<file path="src/rtl/riscv_cbm_sched.sv">
// rtl/riscv_cbm_sched.sv - shares the single CBM unit between issue pipes A and B.
// Optional launch-to-done watchdog enabled by defining CBM_SCHED_TIMEOUT_EN.
module riscv_cbm_sched #(
  parameter int unsigned TIMEOUT_CYCLES = 64
) (
  input  logic        clk_i,
  input  logic        rst_i,
  input  logic        req_a_valid_i,
  input  logic [31:0] req_a_ra_i,
  input  logic [31:0] req_a_rb_i,
  input  logic [4:0]  req_a_rd_i,
  input  logic        req_b_valid_i,
  input  logic [31:0] req_b_ra_i,
  input  logic [31:0] req_b_rb_i,
  input  logic [4:0]  req_b_rd_i,
  output logic        req_a_accept_o,
  output logic        req_b_accept_o,
  input  logic        flush_i,
  output logic        cbm_valid_o,
  output logic [31:0] cbm_ra_o,
  output logic [31:0] cbm_rb_o,
  output logic [4:0]  cbm_rd_o,
  input  logic        cbm_busy_i,
  input  logic        cbm_done_i,
  input  logic [31:0] cbm_result_i,
  output logic        wb_valid_o,
  output logic [4:0]  wb_rd_o,
  output logic [31:0] wb_value_o,
  input  logic        wb_ready_i,
  output logic        pending_valid_o,
  output logic [4:0]  pending_rd_o,
  output logic        busy_o,
  output logic        error_o
);

  localparam logic [1:0] ST_IDLE   = 2'd0;
  localparam logic [1:0] ST_LAUNCH = 2'd1;
  localparam logic [1:0] ST_WAIT   = 2'd2;
  localparam logic [1:0] ST_WB     = 2'd3;

  logic [1:0]  state_q, state_d;
  logic [31:0] ra_q, ra_d;
  logic [31:0] rb_q, rb_d;
  logic [4:0]  rd_q, rd_d;
  logic [31:0] result_q, result_d;
  logic        squash_q, squash_d;
  logic        idle_ok;
  logic        wd_expire;
  logic        unused_busy;

  // The CBM's own busy flag is redundant: only one op is ever outstanding.
  assign unused_busy = cbm_busy_i;

  // Pipe A is older, so it always wins; reset and flush block any accept.
  assign idle_ok        = (state_q == ST_IDLE) && !flush_i && !rst_i;
  assign req_a_accept_o = idle_ok && req_a_valid_i;
  assign req_b_accept_o = idle_ok && !req_a_valid_i && req_b_valid_i;

`ifdef CBM_SCHED_TIMEOUT_EN
  localparam int unsigned CNT_W = $clog2(TIMEOUT_CYCLES + 1);

  logic [CNT_W-1:0] wd_cnt_q, wd_cnt_d;
  logic             error_q, error_d;

  assign wd_expire = (wd_cnt_q == CNT_W'(TIMEOUT_CYCLES - 1));

  always_comb begin
    wd_cnt_d = '0;
    error_d  = 1'b0;
    if (state_q == ST_WAIT) begin
      wd_cnt_d = wd_cnt_q + CNT_W'(1);
      error_d  = wd_expire && !cbm_done_i;
    end
  end

  always_ff @(posedge clk_i) begin
    if (rst_i) begin
      wd_cnt_q <= '0;
      error_q  <= 1'b0;
    end else begin
      wd_cnt_q <= wd_cnt_d;
      error_q  <= error_d;
    end
  end

  assign error_o = error_q;
`else
  localparam int unsigned unused_timeout = TIMEOUT_CYCLES;

  assign wd_expire = 1'b0;
  assign error_o   = 1'b0;
`endif

  always_comb begin
    state_d  = state_q;
    ra_d     = ra_q;
    rb_d     = rb_q;
    rd_d     = rd_q;
    result_d = result_q;
    squash_d = squash_q;
    case (state_q)
      ST_IDLE: begin
        if (req_a_accept_o) begin
          ra_d    = req_a_ra_i;
          rb_d    = req_a_rb_i;
          rd_d    = req_a_rd_i;
          state_d = ST_LAUNCH;
        end else if (req_b_accept_o) begin
          ra_d    = req_b_ra_i;
          rb_d    = req_b_rb_i;
          rd_d    = req_b_rd_i;
          state_d = ST_LAUNCH;
        end
      end
      ST_LAUNCH: begin
        state_d = ST_WAIT;
        if (flush_i) begin
          squash_d = 1'b1;
        end
      end
      ST_WAIT: begin
        // Done beats the watchdog when both land in the same cycle.
        if (cbm_done_i) begin
          result_d = cbm_result_i;
          if (squash_q || flush_i || (rd_q == 5'd0)) begin
            state_d = ST_IDLE;
          end else begin
            state_d = ST_WB;
          end
        end else if (wd_expire) begin
          state_d = ST_IDLE;
        end else if (flush_i) begin
          squash_d = 1'b1;
        end
      end
      ST_WB: begin
        if (flush_i || wb_ready_i) begin
          state_d = ST_IDLE;
        end
      end
      default: begin
        state_d = ST_IDLE;
      end
    endcase
    if (state_d == ST_IDLE) begin
      squash_d = 1'b0;
    end
  end

  always_ff @(posedge clk_i) begin
    if (rst_i) begin
      state_q  <= ST_IDLE;
      ra_q     <= '0;
      rb_q     <= '0;
      rd_q     <= '0;
      result_q <= '0;
      squash_q <= 1'b0;
    end else begin
      state_q  <= state_d;
      ra_q     <= ra_d;
      rb_q     <= rb_d;
      rd_q     <= rd_d;
      result_q <= result_d;
      squash_q <= squash_d;
    end
  end

  assign cbm_valid_o     = (state_q == ST_LAUNCH);
  assign cbm_ra_o        = ra_q;
  assign cbm_rb_o        = rb_q;
  assign cbm_rd_o        = rd_q;
  assign wb_valid_o      = (state_q == ST_WB);
  assign wb_rd_o         = rd_q;
  assign wb_value_o      = result_q;
  assign busy_o          = (state_q != ST_IDLE);
  assign pending_valid_o = busy_o && !squash_q && (rd_q != 5'd0);
  assign pending_rd_o    = rd_q;

endmodule

</file>
<file path="config.mk">
export PLATFORM = sky130hd
export DESIGN_NAME = riscv_cbm_sched
export DESIGN_NICKNAME = d
export VERILOG_FILES = /design/src/rtl/riscv_cbm_sched.sv
export SDC_FILE = /design/constraint.sdc
export NUM_CORES = 1
export LEC_CHECK = 0
export BUFFER_PORTS_ARGS = -buffer_cell sky130_fd_sc_hd__buf_2
export CAP_MARGIN = 40
export CELL_PAD_IN_SITES_DETAIL_PLACEMENT = 1
export CELL_PAD_IN_SITES_GLOBAL_PLACEMENT = 1
export CORE_MARGIN = 3
export CORE_UTILIZATION = 26
export DETAILED_ROUTE_END_ITERATION = 6
export GPL_TIMING_DRIVEN = 1
export PLACE_DENSITY_LB_ADDON = 0.15
export SLEW_MARGIN = 30
export SYNTH_ARGS = -nofsm -noshare
export SYNTH_HDL_FRONTEND = slang
export SYNTH_SLANG_ARGS = --single-unit
</file>
<file path="constraint.sdc">
create_clock -name clk_i -period 1.7 [get_ports clk_i]
set_clock_uncertainty 0.15 [all_clocks]
set_input_delay 0.255 -clock clk_i [delete_from_list [all_inputs] [get_ports clk_i]]
set_output_delay 0.255 -clock clk_i [all_outputs]
set_load 0.02 [all_outputs]
</file>
# After elaboration in Yosys (flattened, before gate mapping)
# Index checks and enable logic that the tools add are counted.
# W data, S select, Z words.
# totals
register_bits	104
output_inout_bits	118
elab_cells	50
# classes
muxes	15
n_reduce_logical	25
n_eq_ne	4
# op_table
op	n
$mux W32	4
$mux W2	5
$mux W5	2
$pmux W2 S4	1
$logic_and A1 B1 Y1	7
$reduce_and A2 Y1	3
$reduce_bool A2 Y1	3
$logic_not A5 Y1	1
$reduce_bool A5 Y1	1
$eq A2 B2 Y1 const B	2
$logic_not A1 Y1	4
$logic_not A2 Y1	2
$logic_or A1 B1 Y1	3
$eq A2 B1 Y1 const B	1
$mux W1	2
$ne A2 B2 Y1 const B	1
$pmux W1 S2	1
$reduce_or A2 Y1	1

# Depth between registers and ports, before layout
# Gate-level depths: netlist of the first run.
# logic_depth
depth_word	10
mapped_depth	8
ltp_nobuf	4

# Worst setup path after synthesis of the first run
# Ideal clock, no wire load.
# synth_path
path_kind	input to output
from	in rst_i
to	out req_b_accept_o
slack_ns	-0.383
t_required_ns	1.295
cell_stages	6
n_path_buf	4
arrival_time_ns	1.678
cell_sequence	clkbuf_1 > or4_1 > buf_2 > clkbuf_1 > buf_2 > nor2_1
# synth_via
elab_chain_len	4
# synth_lines
item	line	text
start, declared	7	input logic rst_i,
$logic_not A1 Y1	55	assign idle_ok = (state_q == ST_IDLE) && !flush_i && !rst_i;
$logic_and A1 B1 Y1	55	
$logic_and A1 B1 Y1 (2 in a row)	57	assign req_b_accept_o = idle_ok && !req_a_valid_i && req_b_valid_i;
end, declared	17	output logic req_b_accept_o,
# Every way passes these cells.

# Final worst setup path of the first run
# layout_path
from	reg rd_q[0], in the netlist cbm_rd_o[0]
to	out pending_valid_o
# layout_via
elab_chain_len	2
# layout_lines
item	line	text
start, declared	44	logic [4:0] rd_q, rd_d;
start signal, assigned	162	rd_q <= rd_d;
$reduce_bool A5 Y1	176	assign pending_valid_o = busy_o && !squash_q && (rd_q != 5'd0);
$logic_and A1 B1 Y1	176	
end, declared	30	output logic pending_valid_o,
# Every way passes these cells.

==> out/metrics.csv, run 1 <==
stage,metric,value,unit
clock_tree,Longest Clk Path Bufs,2,
routing,First-pass DRT Iterations,5,
sta,Period minus WS final,1950,ps
worst_setup_path,CP Capture Type,output port,
routing,wire per inst,18.0,um
worst_setup_path,Buffers & Inverters on Critical Path,1,
worst_setup_path,WP data arrival,1550,ps
synthesis,"EDFF count, synth",0,
finish,Seq. cell area,0.00209,mm^2
synthesis,syn_area_per_cell,7.90,um^2
finish,Fillers,2021,
worst_setup_path,CP max FO,2,
routing,Routed WL,20.0,mm
finish,Finished Layout Cells,1110,
power,Pleak,3.64,nW
finish,Post-Layout Inst Area,0.00774,mm^2
floorplan,# IOs,296,
placed_design,Cells after DPL,1050,
finish,diode count,0,
clock_tree,CTS Sinks,104,
placed_design,placer congestion estimate,0.837,
grt,antenna violations before repair,2,
power,peak supply drop,0.000426,V
finish,multi-input logic area,0.00265,mm^2
sta,worst setup margin,-253,ps
synthesis,largest area contributor in the netlist,dfxtp_1,
power,PD cells,852,mW/mm^2
clock_tree,clk root buf,clkbuf_16,
hold_path,Hold Path Stages,3,
synthesis,synthesized instance count,574,
routing,Vias/cell,4.89,
grt,total grt overflow,0,
grt,GRT Util Overall,19.6,%
synthesis,Synth warnings,0,
routing,Iter 0 DRT Violations,209,
floorplan,Row Count,47,
synthesis,"Cell Area, Synth",0.00453,mm^2
synthesis,Mapped Nets,752,
clock_tree,CTS tree,yes,
synthesis,"top cells by area, synth","dfxtp_1 (46%), a2bb2oi_1 (13%), nor2_1 (12%)",
worst_setup_path,cells on worst reg2reg path,8,
worst_setup_path,"Cell Chain, Critical Path","or4_4, nor2_4, nor3_4, buf_6",
finish,Final nets,1063,
finish,area delta synth->final,70.9,%
worst_setup_path,CP max-delay cell,or4_4,
sta,Final Max Slew Viols,0,
worst_setup_path,worst path required time,1290,ps
finish,share of layout cells above drive strength 1,47.8,%
floorplan,Die ar.,0.0191,mm^2
hold_path,worst hold path type,in2reg,
sta,period utilization,115,%
synthesis,Seq cells post-synth,104,
worst_setup_path,Critical Path Max Stage Delay,550,ps
placed_design,"Cell Area, Placed",0.00630,mm^2
floorplan,Die Y-Extent,138,um
routing,Post-route DRC,0,
synthesis,Synth Flop Type,dfxtp_1,
grt,largest net degree at the start of global routing,75,
sta,Hold Fails Final Rpt,0,
synthesis,top-count cell post-synth,nor2_1,
status,status,finished with violations,
sta,RSZ-0062 raised after global routing,true,
synthesis,Synth top cells by count,"nor2_1 (141), dfxtp_1 (104), o22ai_1 (69)",
sta,fmax,0.512,GHz
sta,final setup vio count,75,
status,violations in the final reports,setup timing,
sta,Relative slew margins,47.7,%
placed_design,DP HPWL,13.7,mm
grt,global-route wire length before repair,30.9,mm
synthesis,Synth top area share,45.9,%
synthesis,"Distinct cells, synth",28,
floorplan,core footprint,0.0168,mm^2
floorplan,Die Wd,138,um
placed_design,Port Buf Inserts,293,
worst_setup_path,"Largest delay share family, worst path",simple AND/OR/NAND/NOR gates,
clock_tree,"CTS clk-pin slew, worst paths",70,ps
run,max-cap viol count,0,
sta,Tightest Pin Transition,785,ps
floorplan,Initial Utilization,26.9,%
clock_tree,total CTS buffers,9,
grt,vias in the first global route,5889,
worst_setup_path,Stages on worst setup path,4,
worst_setup_path,startpoint types,flip-flop,
clock_tree,H-tree levels,3,
routing,"antenna viol nets, final",0,
clock_tree,clk_lat worst skew,340,ps
worst_setup_path,WS Path Type,reg2out,
synthesis,async set or reset register ratio after synthesis,0,%
synthesis,share of the yosys chip area belonging to registers,45.9,%
routing,DR vias,5430,
==> cells in the final DEF (no fill, tap or decap), drive strengths merged, types with 2 or more instances in the layout <==
master	instances
o21ai	4
nor3	3
buf	339
clkinv	2
a2bb2oi	66
nor2b	2
dfxtp	104
a211oi	3
inv	6
dlygate4sd3	28
a21oi	34
nor2	142
clkbuf	11
or4	2
o22ai	69
nand2	65
==> cell families (layout without fill, tap and decap cells) <==
group                  Yosys count  after routing  share of synthesized area, %
buffers and inverters           71            387                          7.34
AOI/OAI and AO/OA              178            178                          27.4
other                            1              1                        0.0827
DFF                            104            104                          45.9
and+or+nand+nor                220            220                          19.3
==> where the power goes <==
part / leakage [nW] / internal [mW] / switching [mW]
clock: 0.155 / 1.20 / 0.953
combinational: 2.63 / 0.867 / 0.895
sequential: 0.850 / 2.57 / 0.104
total: 3.64 / 4.64 / 1.95
==> worst reg2reg max path: stages, from the launching register on <==
cell	delay [ps]
dfxtp_2	320
or4_4	530
buf_6	150
nor2_4	140
buf_8	170
buf_12	130
buf_16	130
o22ai_2	70
nor2_1	90
==> state kept, by name (all words and copies together), names as in the netlist <==
register	cells
cbm_rb_o	32
cbm_ra_o	32
wb_value_o	32
state_q	2
squash_q	1
cbm_rd_o	5
==> path summary, 6_finish.rpt <==
check | start | endpoint | slack (ps)
worst max-delay path | cbm_rd_o[0]$_SDFFE_PP0P_ | pending_valid_o | -250
worst min-delay path | cbm_result_i[5] | wb_value_o[5]$_SDFFE_PP0P_ | 10
worst max register to register | state_q[0]$_SDFF_PP0_ | cbm_rd_o[0]$_SDFFE_PP0P_ | -220
worst min register to register | wb_value_o[27]$_SDFFE_PP0P_ | wb_value_o[27]$_SDFFE_PP0P_ | 300
==> timing repair <==
action / CTS / global route
endpoints found under the setup margin: 74 / 75
gates resized for setup: 75 / 41
hold buffers: 28 / 0
gates cloned: 7 / 1
buffers inserted: 9 / 3
pin swaps: 5 / 9
endpoints found under the hold margin: 28 / 0
==> routing by layer <==
layer  track usage, %  wire length (um)  vias up
li1                 -                 -     2624
met1             22.1              7970     2581
met2             36.3             10500      188
met3             4.70              1130       33
met4             6.55               408        4
met5                0                23        -
==> final cells by class <==
type	instances	area share, %
clock buffers	10	3.09
clock inverters	6	0.937
inverters	3	0.145
multi-input cells	399	34.2
flip-flops and latches	104	26.9
well taps	220	3.55
repair buffers	368	31.2
==> through the flow <==
stage | power (mW) | hold slack (ps) | setup WS, ps | utilization (%) | setup TNS [ps]
CTS | 6.55 | 0.509 | -303 | 44.8 | -12150
global route | 6.92 | 13.3 | -316 | 46.0 | -15830
floorplan | 3.49 | 181 | -142 | - | -729
detailed placement | 4.06 | 295 | -288 | 37.5 | -16580
finish | 6.60 | 11.3 | -253 | 46.0 | -10620
global placement | 4.01 | 289 | -237 | 37.5 | -13170
No activity file was read; power rests on OpenSTA's default activity.
==> inputs of run 2 (changes only) <==
- CORE_ASPECT_RATIO: default -> 1.5
- MAX_ROUTING_LAYER: default -> met4
==> run 2 against run 1 <==
  * Largest cell class unchanged
  * Hold slack lost 9.5 ps
  * First-iteration DRC count shrank 14%
  * Non-clock buffer count shrank 16
  * Flip-flop and latch count is the same
  * The flow still finishes with violations (setup timing)
  * Core utilization shrank 1.9 points
  * Via count shrank 2.4%
==> out/metrics.csv, run 2 (synthesis gave the netlist of run 1 again) <==
stage,metric,value,unit,change
worst_setup_path,CP max FO,4,,was 2
routing,Post-route DRC,0,,unchanged
sta,Period minus WS final,1970,ps,was 1950 ps
finish,most frequent cells in the layout,"buf_2 (287), nor2_1 (134), dfxtp_1 (101)",,"was buf_2 (289), nor2_1 (134), dfxtp_1 (100)"
clock_tree,total CTS buffers,9,,unchanged
finish,area delta synth->final,64.7,%,was 70.9%
sta,final setup vio count,72,,was 75
run,max-cap viol count,0,,unchanged
worst_setup_path,CP Capture Type,output port,,unchanged
worst_setup_path,WS Path Type,reg2out,,unchanged
placed_design,DP HPWL,13.6,mm,was 13.7 mm
routing,Iter 0 DRT Violations,179,,was 209
finish,Post-Layout Inst Area,0.00746,mm^2,was 0.00774 mm^2
sta,Tightest Pin Transition,635,ps,was 785 ps
clock_tree,"CTS clk-pin slew, worst paths",80,ps,was 70 ps
routing,First-pass DRT Iterations,4,,was 5
grt,GRT Util Overall,19.1,%,was 19.6%
floorplan,Die Y-Extent,168,um,was 138 um
placed_design,dpl ws,-257,ps,was -288 ps
grt,M1 GR Usage,20.6,%,was 22.1%
finish,Final nets,1047,,was 1063
sta,RSZ-0062 raised after global routing,true,,unchanged
grt,GR met2 Demand/Resource,36.1,%,was 36.3%
grt,total grt overflow,0,,unchanged
clock_tree,clk root buf,clkbuf_16,,unchanged
floorplan,core footprint,0.0169,mm^2,was 0.0168 mm^2
clock_tree,clk_lat worst skew,340,ps,about the same
sta,fmax,0.507,GHz,was 0.512 GHz
routing,DR vias,5300,,was 5430
finish,share of layout cells above drive strength 1,47.8,%,about the same
sta,Hold Fails Final Rpt,0,,unchanged
grt,vias in the first global route,5603,,was 5889
status,status,finished with violations,,unchanged
clock_tree,H-tree levels,3,,unchanged
clock_tree,CTS Sinks,104,,unchanged
floorplan,Die Wd,114,um,was 138 um
grt,met3 Use GR,3.47,%,was 4.70%
grt,antenna violations before repair,1,,was 2
floorplan,Die ar.,0.0191,mm^2,about the same
power,Pleak,3.51,nW,was 3.64 nW
worst_setup_path,worst path required time,1290,ps,about the same
worst_setup_path,startpoint types,flip-flop,,unchanged
sta,Final Max Slew Viols,0,,unchanged
placed_design,placer congestion estimate,0.747,,was 0.837
hold_path,worst hold path type,in2reg,,unchanged
placed_design,Port Buf Inserts,293,,unchanged
sta,Relative slew margins,57.7,%,was 47.7%
finish,"most common cell after layout, fill and taps aside",buf_2,,unchanged
routing,Routed WL,19.4,mm,was 20.0 mm
routing,Vias/cell,4.88,,was 4.89
floorplan,Initial Utilization,26.8,%,was 26.9%
grt,most used routing layer,met2,,unchanged
sta,period utilization,116,%,was 115%
sta,Hold WS,1.80,ps,was 11.3 ps
clock_tree,Longest Clk Path Bufs,2,,unchanged
worst_setup_path,WP data arrival,1570,ps,was 1550 ps
sta,worst setup margin,-271,ps,was -253 ps
clock_tree,CTS tree,yes,,unchanged
routing,"antenna viol nets, final",0,,unchanged
grt,global-route wire length before repair,28.4,mm,was 30.9 mm
finish,final core utilization,44.1,%,was 46.0%
routing,wire per inst,17.9,um,was 18.0 um
status,violations in the final reports,setup timing,,unchanged
finish,Fillers,2039,,was 2021
floorplan,# IOs,296,,unchanged
grt,largest net degree at the start of global routing,61,,was 75
power,PD cells,851,mW/mm^2,was 852 mW/mm^2
floorplan,Row Count,58,,was 47
power,peak supply drop,0.000460,V,was 0.000426 V
placed_design,"Cell Area, Placed",0.00624,mm^2,was 0.00630 mm^2
==> run 2: cell types whose count changed in the layout (fill, tap and decap cells not counted), moves of 2 or more <==
cell,before,now
clkinvlp_4,0,3
o22ai_1,19,24
buf_16,4,1
a211oi_1,2,0
dlygate4sd3_1,28,17
a211oi_2,1,3
clkbuf_16,10,12
o22ai_4,20,15
buf_12,13,10
buf_2,289,287
==> run 2: routing by layer <==
metal  wire, um  vias up  part of all wire [%]
met1       7340     2512                    38
met4        212        0                   1.1
met5          0        -                     0
met3       1130       12                   5.8
li1           -     2593                     -
met2      10700      183                    55
==> run 2: power breakdown <==
part / internal (mW) / total [mW] / switching [mW]
combinational: 0.809 / 1.68 / 0.870
clock: 1.02 / 2.00 / 0.981
sequential: 2.57 / 2.67 / 0.0965
total: 4.41 / 6.35 / 1.95
==> run 2: final cells by class <==
cell class	count	area [um^2]	area share, %
clock buffers	9	225	3.02
clock inverters	7	62.6	0.838
well taps	210	263	3.52
multi-input cells	399	2590	34.7
repair buffers	352	2220	29.8
diodes	1	2.50	0.0335
inverters	3	11.3	0.151
flip-flops and latches	104	2090	28.0
==> run 2: worst max-delay path, cell delays in order (launching register included) <==
cell,delay (ps)
dfxtp_2,330
or4_4,540
buf_12,160
nor2_4,70
buf_6,120
==> run 2: metrics by stage <==
stage | setup TNS, ps | power [mW] | instances
after floorplan | -729 | 3.49 | 574
after global placement | -13870 | 4.01 | 1035
after detailed placement | -16270 | 4.04 | 1035
after CTS | -13630 | 6.20 | 1078
after global routing | -17640 | 6.69 | 1085
final | -12680 | 6.35 | 1085
==> run 2: path summary, 6_finish.rpt <==
check,cells after the start,endpoint,startpoint,slack [ps]
worst min register to register,2,wb_value_o[25]$_SDFFE_PP0P_,wb_value_o[25]$_SDFFE_PP0P_,310
worst max register to register,7,cbm_ra_o[14]$_SDFFE_PP0P_,state_q[1]$_SDFF_PP0_,-230
worst max-delay path,4,req_a_accept_o,state_q[1]$_SDFF_PP0_,-270
worst min-delay path,3,wb_value_o[29]$_SDFFE_PP0P_,cbm_result_i[29],2
==> run 2: timing repair <==
action / CTS / global route
pin swaps: 3 / 9
buffers inserted: 8 / 4
gates cloned: 3 / 4
resized for setup: 25 / 88
setup endpoints to repair: 74 / 74
hold buffers: 16 / 1
endpoints found under the hold margin: 16 / 1
